File: config.mk
export PLATFORM = sky130hd
export DESIGN_NAME = fetch_control_flat
export DESIGN_NICKNAME = d
export VERILOG_FILES = /design/src/rtl/fetch_control_if.sv /design/src/rtl/fetch_control.sv /design/src/flat_wrapper.sv
export SDC_FILE = /design/constraint.sdc
export NUM_CORES = 1
export LEC_CHECK = 0
export CORE_MARGIN = 3
export CORE_UTILIZATION = 36
export CTS_CLUSTER_SIZE = 16
export DETAILED_ROUTE_END_ITERATION = 7
export HOLD_SLACK_MARGIN = 0.02
export PLACE_DENSITY_LB_ADDON = 0.25
export SLEW_MARGIN = 10
export SYNTH_ARGS = -nofsm -noshare
export SYNTH_HDL_FRONTEND = slang
export SYNTH_SLANG_ARGS = --single-unit
File: constraint.sdc
create_clock -name clk -period 2.82 [get_ports clk]
set_clock_uncertainty 0.15 [all_clocks]
set_input_delay 0.564 -clock clk [delete_from_list [all_inputs] [get_ports clk]]
set_output_delay 0.564 -clock clk [all_outputs]
set_load 0.05 [all_outputs]
File: src/rtl/fetch_control_if.sv
// Fetch-side bus bundle: instruction memory read port plus the IR hand-off to the decoder.
// The master modport is the fetch controller's view.
interface fetch_control_if #(
    parameter int data_size  = 8,
    parameter int instr_size = 16
);
    logic                  mem_rd;
    logic [data_size-1:0]  mem_addr;
    logic                  mem_ack;
    logic [instr_size-1:0] mem_data;
    logic [instr_size-1:0] ir_out;
    logic                  ir_valid;
    logic                  ir_ready;

    modport master (
        output mem_rd, mem_addr, ir_out, ir_valid,
        input  mem_ack, mem_data, ir_ready
    );

    modport slave (
        input  mem_rd, mem_addr, ir_out, ir_valid,
        output mem_ack, mem_data, ir_ready
    );
endinterface

File: src/rtl/fetch_control.sv
// Instruction fetch sequencer: reads memory at the PC, hands the word to the decoder,
// and steps or redirects the program counter.
//
//   state    | meaning
//   ---------+----------------------------------------------------------
//   S_IDLE   | not fetching, waiting for enable
//   S_REQ    | memory read outstanding at mem_addr == count
//   S_HOLD   | ir_out valid, waiting for the decoder to accept it
//   S_HALTED | halt opcode consumed; only a branch or reset restarts
module fetch_control #(
    parameter int data_size  = 8,
    parameter int instr_size = 16
) (
    input  logic                 clk,
    input  logic                 rst,
    input  logic                 enable,
    input  logic [data_size-1:0] count,
    output logic                 Load_PC,
    output logic                 Inc_PC,
    output logic [data_size-1:0] pc_data,
    input  logic                 br_taken,
    input  logic [data_size-1:0] br_target,
    output logic                 halted,
    fetch_control_if.master      bus
);

    typedef enum logic [1:0] {
        S_IDLE   = 2'd0,
        S_REQ    = 2'd1,
        S_HOLD   = 2'd2,
        S_HALTED = 2'd3
    } state_t;

    state_t                r_state;
    state_t                w_next;
    logic [instr_size-1:0] r_ir;
    logic                  w_fetch_done;
    logic                  w_halt_op;

    assign w_halt_op = (r_ir[instr_size-1 -: 4] == 4'hF);

    always_ff @(posedge clk or negedge rst) begin
        if (!rst) begin
            r_state <= S_IDLE;
            r_ir    <= '0;
        end else begin
            r_state <= w_next;
            if (w_fetch_done) begin
                r_ir <= bus.mem_data;
            end
        end
    end

    always_comb begin
        w_next       = r_state;
        w_fetch_done = 1'b0;
        Inc_PC       = 1'b0;
        bus.mem_rd   = 1'b0;
        bus.ir_valid = 1'b0;
        halted       = 1'b0;

        case (r_state)
            S_IDLE: begin
                if (enable) begin
                    w_next = S_REQ;
                end
            end
            S_REQ: begin
                bus.mem_rd = 1'b1;
                // A coincident branch squashes the returning word and the PC step.
                if (bus.mem_ack && !br_taken) begin
                    w_fetch_done = 1'b1;
                    Inc_PC       = 1'b1;
                    w_next       = S_HOLD;
                end
            end
            S_HOLD: begin
                bus.ir_valid = 1'b1;
                if (bus.ir_ready) begin
                    if (w_halt_op) begin
                        w_next = S_HALTED;
                    end else if (enable) begin
                        w_next = S_REQ;
                    end else begin
                        w_next = S_IDLE;
                    end
                end
            end
            S_HALTED: begin
                halted = 1'b1;
            end
            default: begin
                w_next = S_IDLE;
            end
        endcase

        // Redirect overrides every other transition, including a pending halt.
        if (br_taken) begin
            w_next = enable ? S_REQ : S_IDLE;
        end
    end

    assign Load_PC      = br_taken && rst;
    assign pc_data      = Load_PC ? br_target : '0;
    assign bus.mem_addr = count;
    assign bus.ir_out   = r_ir;

endmodule

File: src/flat_wrapper.sv
// flat-port wrapper written by rule: the top's interface ports become plain ports
module fetch_control_flat 
#(
    parameter int data_size  = 8,
    parameter int instr_size = 16
)
  (clk, rst, enable, count, Load_PC, Inc_PC, pc_data, br_taken, br_target, halted, bus_mem_rd, bus_mem_addr, bus_ir_out, bus_ir_valid, bus_mem_ack, bus_mem_data, bus_ir_ready);
  fetch_control_if #(.data_size(data_size), .instr_size(instr_size)) bus_i ();
  input  logic clk;
  input  logic rst;
  input  logic enable;
  input  logic [data_size-1:0] count;
  output logic Load_PC;
  output logic Inc_PC;
  output logic [data_size-1:0] pc_data;
  input  logic br_taken;
  input  logic [data_size-1:0] br_target;
  output logic halted;
  output wire logic [$bits(bus_i.mem_rd)-1:0] bus_mem_rd;
  output wire logic [$bits(bus_i.mem_addr)-1:0] bus_mem_addr;
  output wire logic [$bits(bus_i.ir_out)-1:0] bus_ir_out;
  output wire logic [$bits(bus_i.ir_valid)-1:0] bus_ir_valid;
  input wire logic [$bits(bus_i.mem_ack)-1:0] bus_mem_ack;
  input wire logic [$bits(bus_i.mem_data)-1:0] bus_mem_data;
  input wire logic [$bits(bus_i.ir_ready)-1:0] bus_ir_ready;
  assign bus_mem_rd = bus_i.mem_rd;
  assign bus_mem_addr = bus_i.mem_addr;
  assign bus_ir_out = bus_i.ir_out;
  assign bus_ir_valid = bus_i.ir_valid;
  assign bus_i.mem_ack = bus_mem_ack;
  assign bus_i.mem_data = bus_mem_data;
  assign bus_i.ir_ready = bus_ir_ready;
  fetch_control #(.data_size(data_size), .instr_size(instr_size)) u_core (.clk(clk), .rst(rst), .enable(enable), .count(count), .Load_PC(Load_PC), .Inc_PC(Inc_PC), .pc_data(pc_data), .br_taken(br_taken), .br_target(br_target), .halted(halted), .bus(bus_i));
endmodule
Yosys cells after proc, flatten, opt, wreduce, memory -nomap -nowiden. Index checks and enable logic that the tools add are counted.

Register bits: 18. Latch bits: 0. Bits in writable memories: 0. Memory bits (read-only): 0. Input bits: 38. Word-level logic and storage cells: 28. Memories: 0.

Add/subtract/negate cells: 0. Multiply operators: 0. Divide/modulo/power cells: 0. Order comparisons: 0. Eq/ne operators: 7. Shifts and indexed selects: 0. Mux-type cells: 13. Bitwise gates (word level): 0. Reduce and logical (&&, ||, !) cells: 6.

Operators by type and width (count): $mux W2 (5); $mux W8 (1); $mux W1 (6); $ne A3 B3 Y1 const B (2); $pmux W2 S3 (1); $eq A2 B2 Y1 const B (2); $eq A4 B4 Y1 const B (1); $reduce_and A4 Y1 (1); $reduce_bool A4 Y1 (1); $ne A3 B2 Y1 const B (1); $eq A2 B1 Y1 const B (1); $logic_and A1 B1 Y1 (2); $logic_not A2 Y1 (1); $logic_not A1 Y1 (1).

Depth between registers and ports, before layout.
Depth after elaboration: 5. Depth in mapped cells: 7.

Worst setup path before layout. Ideal clock, no wire load.

Path type: register -> output. Start point: reg u_core.r_state[1]. End point: out Inc_PC. Arrival: 1563 ps. Slack: 543 ps. Cell stages (with the launch flop): 6. Buffers on the path: 1. Cell sequence: dfrtp_1 -> inv_1 -> ha_1 -> nand3b_4 -> inv_2 -> buf_4.

Longest elaborated chain between the ends: 2.

Ends and longest elaborated chain: start: declaration (line fetch_control.sv:34) `state_t r_state;`; start signal: assignment (line fetch_control.sv:47) `r_state <= w_next;`; $eq A2 B1 Y1 (line fetch_control.sv:62) `case (r_state)`; $mux W1 (line fetch_control.sv:62); end: declaration (line flat_wrapper.sv:14) `output logic Inc_PC;`.

No other way between the ends.

Final worst setup path.
Start point: reg u_core.r_state[0]. End point: out bus_ir_valid.

Longest elaborated chain between the ends: 2.

Ends and longest elaborated chain: $eq A2 B2 Y1 (line fetch_control.sv:62); $mux W1 (line fetch_control.sv:62); end: declaration (line flat_wrapper.sv:22) `output wire logic [$bits(bus_i.ir_valid)-1:0] bus_ir_valid;`.

No other way between the ends.

==> run summary <==
synth warn: 0
Synth cell types: 21
Vias: 932
Final Max Slew Viols: 0
wire length on met2: 1303 um
Syn Area/Cell: 8.714 um2
Die Span X: 58.07 um
Pre-Repair DR Iteration Count: 4
final cycle utilization of the critical path: 0.9338
clock tree sinks: 18
Pleak: 0.8246 nW
post-synthesis sequential area ratio: 0.4615
R2R Setup Slk: 1.09 ns
Final #Nets: 210
layout cells sized above 1: 0.1446
Hold Path Class: flop to flop
clk_lat worst skew: 0.29 ns
required time worst endpoint: 2.11 ns
Detail Placement HPWL: 2120 um
core area: 2522 um2
overall routing resource usage: 0.1656
reg2reg start: u_core.r_state[0]
Min-Delay Endpoint: u_core.bus.ir_out[5]
residual DRC count: 0
top sig layer: met4
origin of the worst min-delay path: u_core.bus.ir_out[5]
# fillers: 216
Worst path max stage delay: 0.83 ns
Buf/Inv on CP: 2
Final Power: 1.752 mW
worst hold path depth: 2
CTS tree: yes
Slew @ Worst Pin: 0.5080 ns
Hold WS: 0.3337 ns
Final Cell Area: 1677 um2
syn nets: 155
Final Hold Violating Endpoints: 0
Layout area overhead: 71.80%
GP Congestion: 0.7252
PostCTS Resize Cnt: 0
reg-to-reg critical path endpoint: u_core.r_state[0]
number of global-route vias before repair: 970
clock slew at reported path FFs: 0.10 ns
status: finished, final reports clean
RSZ-0062 raised after global routing: false
Post-Route WL: 2558 um
Cells after Synth: 112
area of the mapped netlist: 975.9 um2
CP cell instances: inv_1 -> ha_1 -> clkdlybuf4s50_1
Reg2Reg Depth: 6
Congestion Overflow GR: 0
drt wl/cell: 13.05 um
first-pass GRT wire length: 4388 um
Placed Area: 1640 um2
row count: 18
Ant. Diodes: 0
Finished Layout Cells: 196
CTS Buf Count: 3
power per cell area: 1045 nW/um2
slowest CP cell: clkdlybuf4s50_1
Via density: 4.755
Hold-fix buffers, CTS: 0
CP arrival: 1.92 ns
fin crit period: 2.633 ns
worst relative slew slack: 0.6603
initial drt markers: 22
CTS root buf: clkbuf_4
Post-synth EDFFs: 0
final setup fails: 0
chip height: 58.07 um
M1 WL: 1052 um
Buffers on Ports: 58
Max Cap Viol: 0
critical path type: flop to output pin
setup TNS: 0 ns
maximum VDD drop: 0.7346 mV
Die ar.: 3372 um2
Starting Density: 0.3869
worst-path maximum fanout: 5
async set-reset flop share out of synthesis: 1.000
Main synth FF type: dfrtp_1
Worst path top cell family by delay: buffers and inverters
largest net degree at the start of global routing: 19
FMAX: 0.3797 GHz
CP endpoint kind: output pin
initial antenna violation count: 0
I/O pin cnt: 75
synthesized flop and latch total: 18
Post-CTS Repair Setup Buffers: 0
Placed Instances: 192
Met3 Routed Length: 190 um
H-tree Lvls: 1
Routed Antenna Nets: 0
startpoint types: flop
clk buf depth: 2
## how the worst max path moves through the flow
stage	start	endpoint	slack (ns)	cells after the start
final	u_core.r_state[0]	bus_ir_valid	0.19	3
after global routing	u_core.r_state[1]	bus_mem_rd	0.08	3
after CTS	u_core.r_state[1]	bus_mem_rd	0.16	3
after detailed placement	br_taken	Inc_PC	0.38	4
after global placement	br_taken	Inc_PC	0.40	4
after floorplan	u_core.r_state[1]	Inc_PC	0.54	5
## power breakdown
| part | leakage [nW] | switching (mW) | internal, mW |
|---|---|---|---|
| clock | 0.0210 | 0.0776 | 0.0786 |
| combinational | 0.579 | 0.737 | 0.401 |
| sequential | 0.225 | 0.0801 | 0.378 |
## layout by cell type (no fill, tap or decap)
cell type	synthesis	routed
nand3b_4	1	1
clkbuf_8	0	1
nand4_1	1	1
o2111ai_1	1	1
dfrtp_1	18	18
a21o_2	1	1
inv_2	2	2
buf_12	0	10
a22oi_4	1	1
buf_4	9	3
nor2_1	4	4
a21oi_1	1	1
and2_1	1	1
o21ai_2	1	1
clkbuf_4	0	3
a21oi_2	1	1
and3_1	8	8
ha_1	5	5
clkdlybuf4s50_1	0	48
a222oi_1	1	1
mux2_1	1	1
inv_1	4	4
nand2_1	49	49
## metrics by stage
stage                     utilization  setup slack, ns
after floorplan                     -           0.5428
after global placement         0.6503           0.4024
after detailed placement       0.6503           0.3754
after CTS                      0.6647           0.1599
after global routing           0.6647          0.08416
final                          0.6647           0.1866
## registers in the layout, indices dropped and copies added, names as in the netlist
name	count
u_core.r_state	2
u_core.bus.ir_out	16
## kinds of logic after synthesis
logic type / count (synthesis) / share of synthesized area
and+or+nand+nor: 64 / 0.2885
muxes: 1 / 0.01154
adders and majority gates: 5 / 0.06410
DFF: 18 / 0.4615
AOI/OAI and AO/OA: 7 / 0.07308
buffers and inverters: 17 / 0.1013
## per-layer routing
| layer | track usage | vias up |
|---|---|---|
| li1 | - | 454 |
| met1 | 0.1997 | 440 |
| met4 | 0.05298 | 0 |
| met2 | 0.2903 | 36 |
| met5 | 0 | - |
| met3 | 0.03786 | 2 |
## worst reg2reg max path: cells and delay by family, from the launching register on
| family | cells | cell delay (ns) |
|---|---|---|
| flops | 1 | 0.44 |
| mux | 1 | 0.32 |
| fa+ha+maj | 1 | 0.25 |
| compound gates | 2 | 0.22 |
| simple gates | 1 | 0.14 |
| buf+inv | 1 | 0.10 |
## area by class of cell
type | count | area [um2] | share of cell area
multi-input combinational | 77 | 426.7 | 0.2545
timing repair buffer | 61 | 703.2 | 0.4194
sequential | 18 | 450.4 | 0.2687
tap | 30 | 37.54 | 0.02239
inverter | 6 | 22.52 | 0.01343
clock buffer | 4 | 36.28 | 0.02164
## Yosys cell counts, types with 2 or more instances
master	n	area share
dfrtp_1	18	0.46
and3_1	8	0.051
inv_1	4	0.015
nand2_1	49	0.19
buf_4	9	0.069
ha_1	5	0.064
inv_2	2	0.0077
nor2_1	4	0.015
Power figures use the tool's default switching activity.
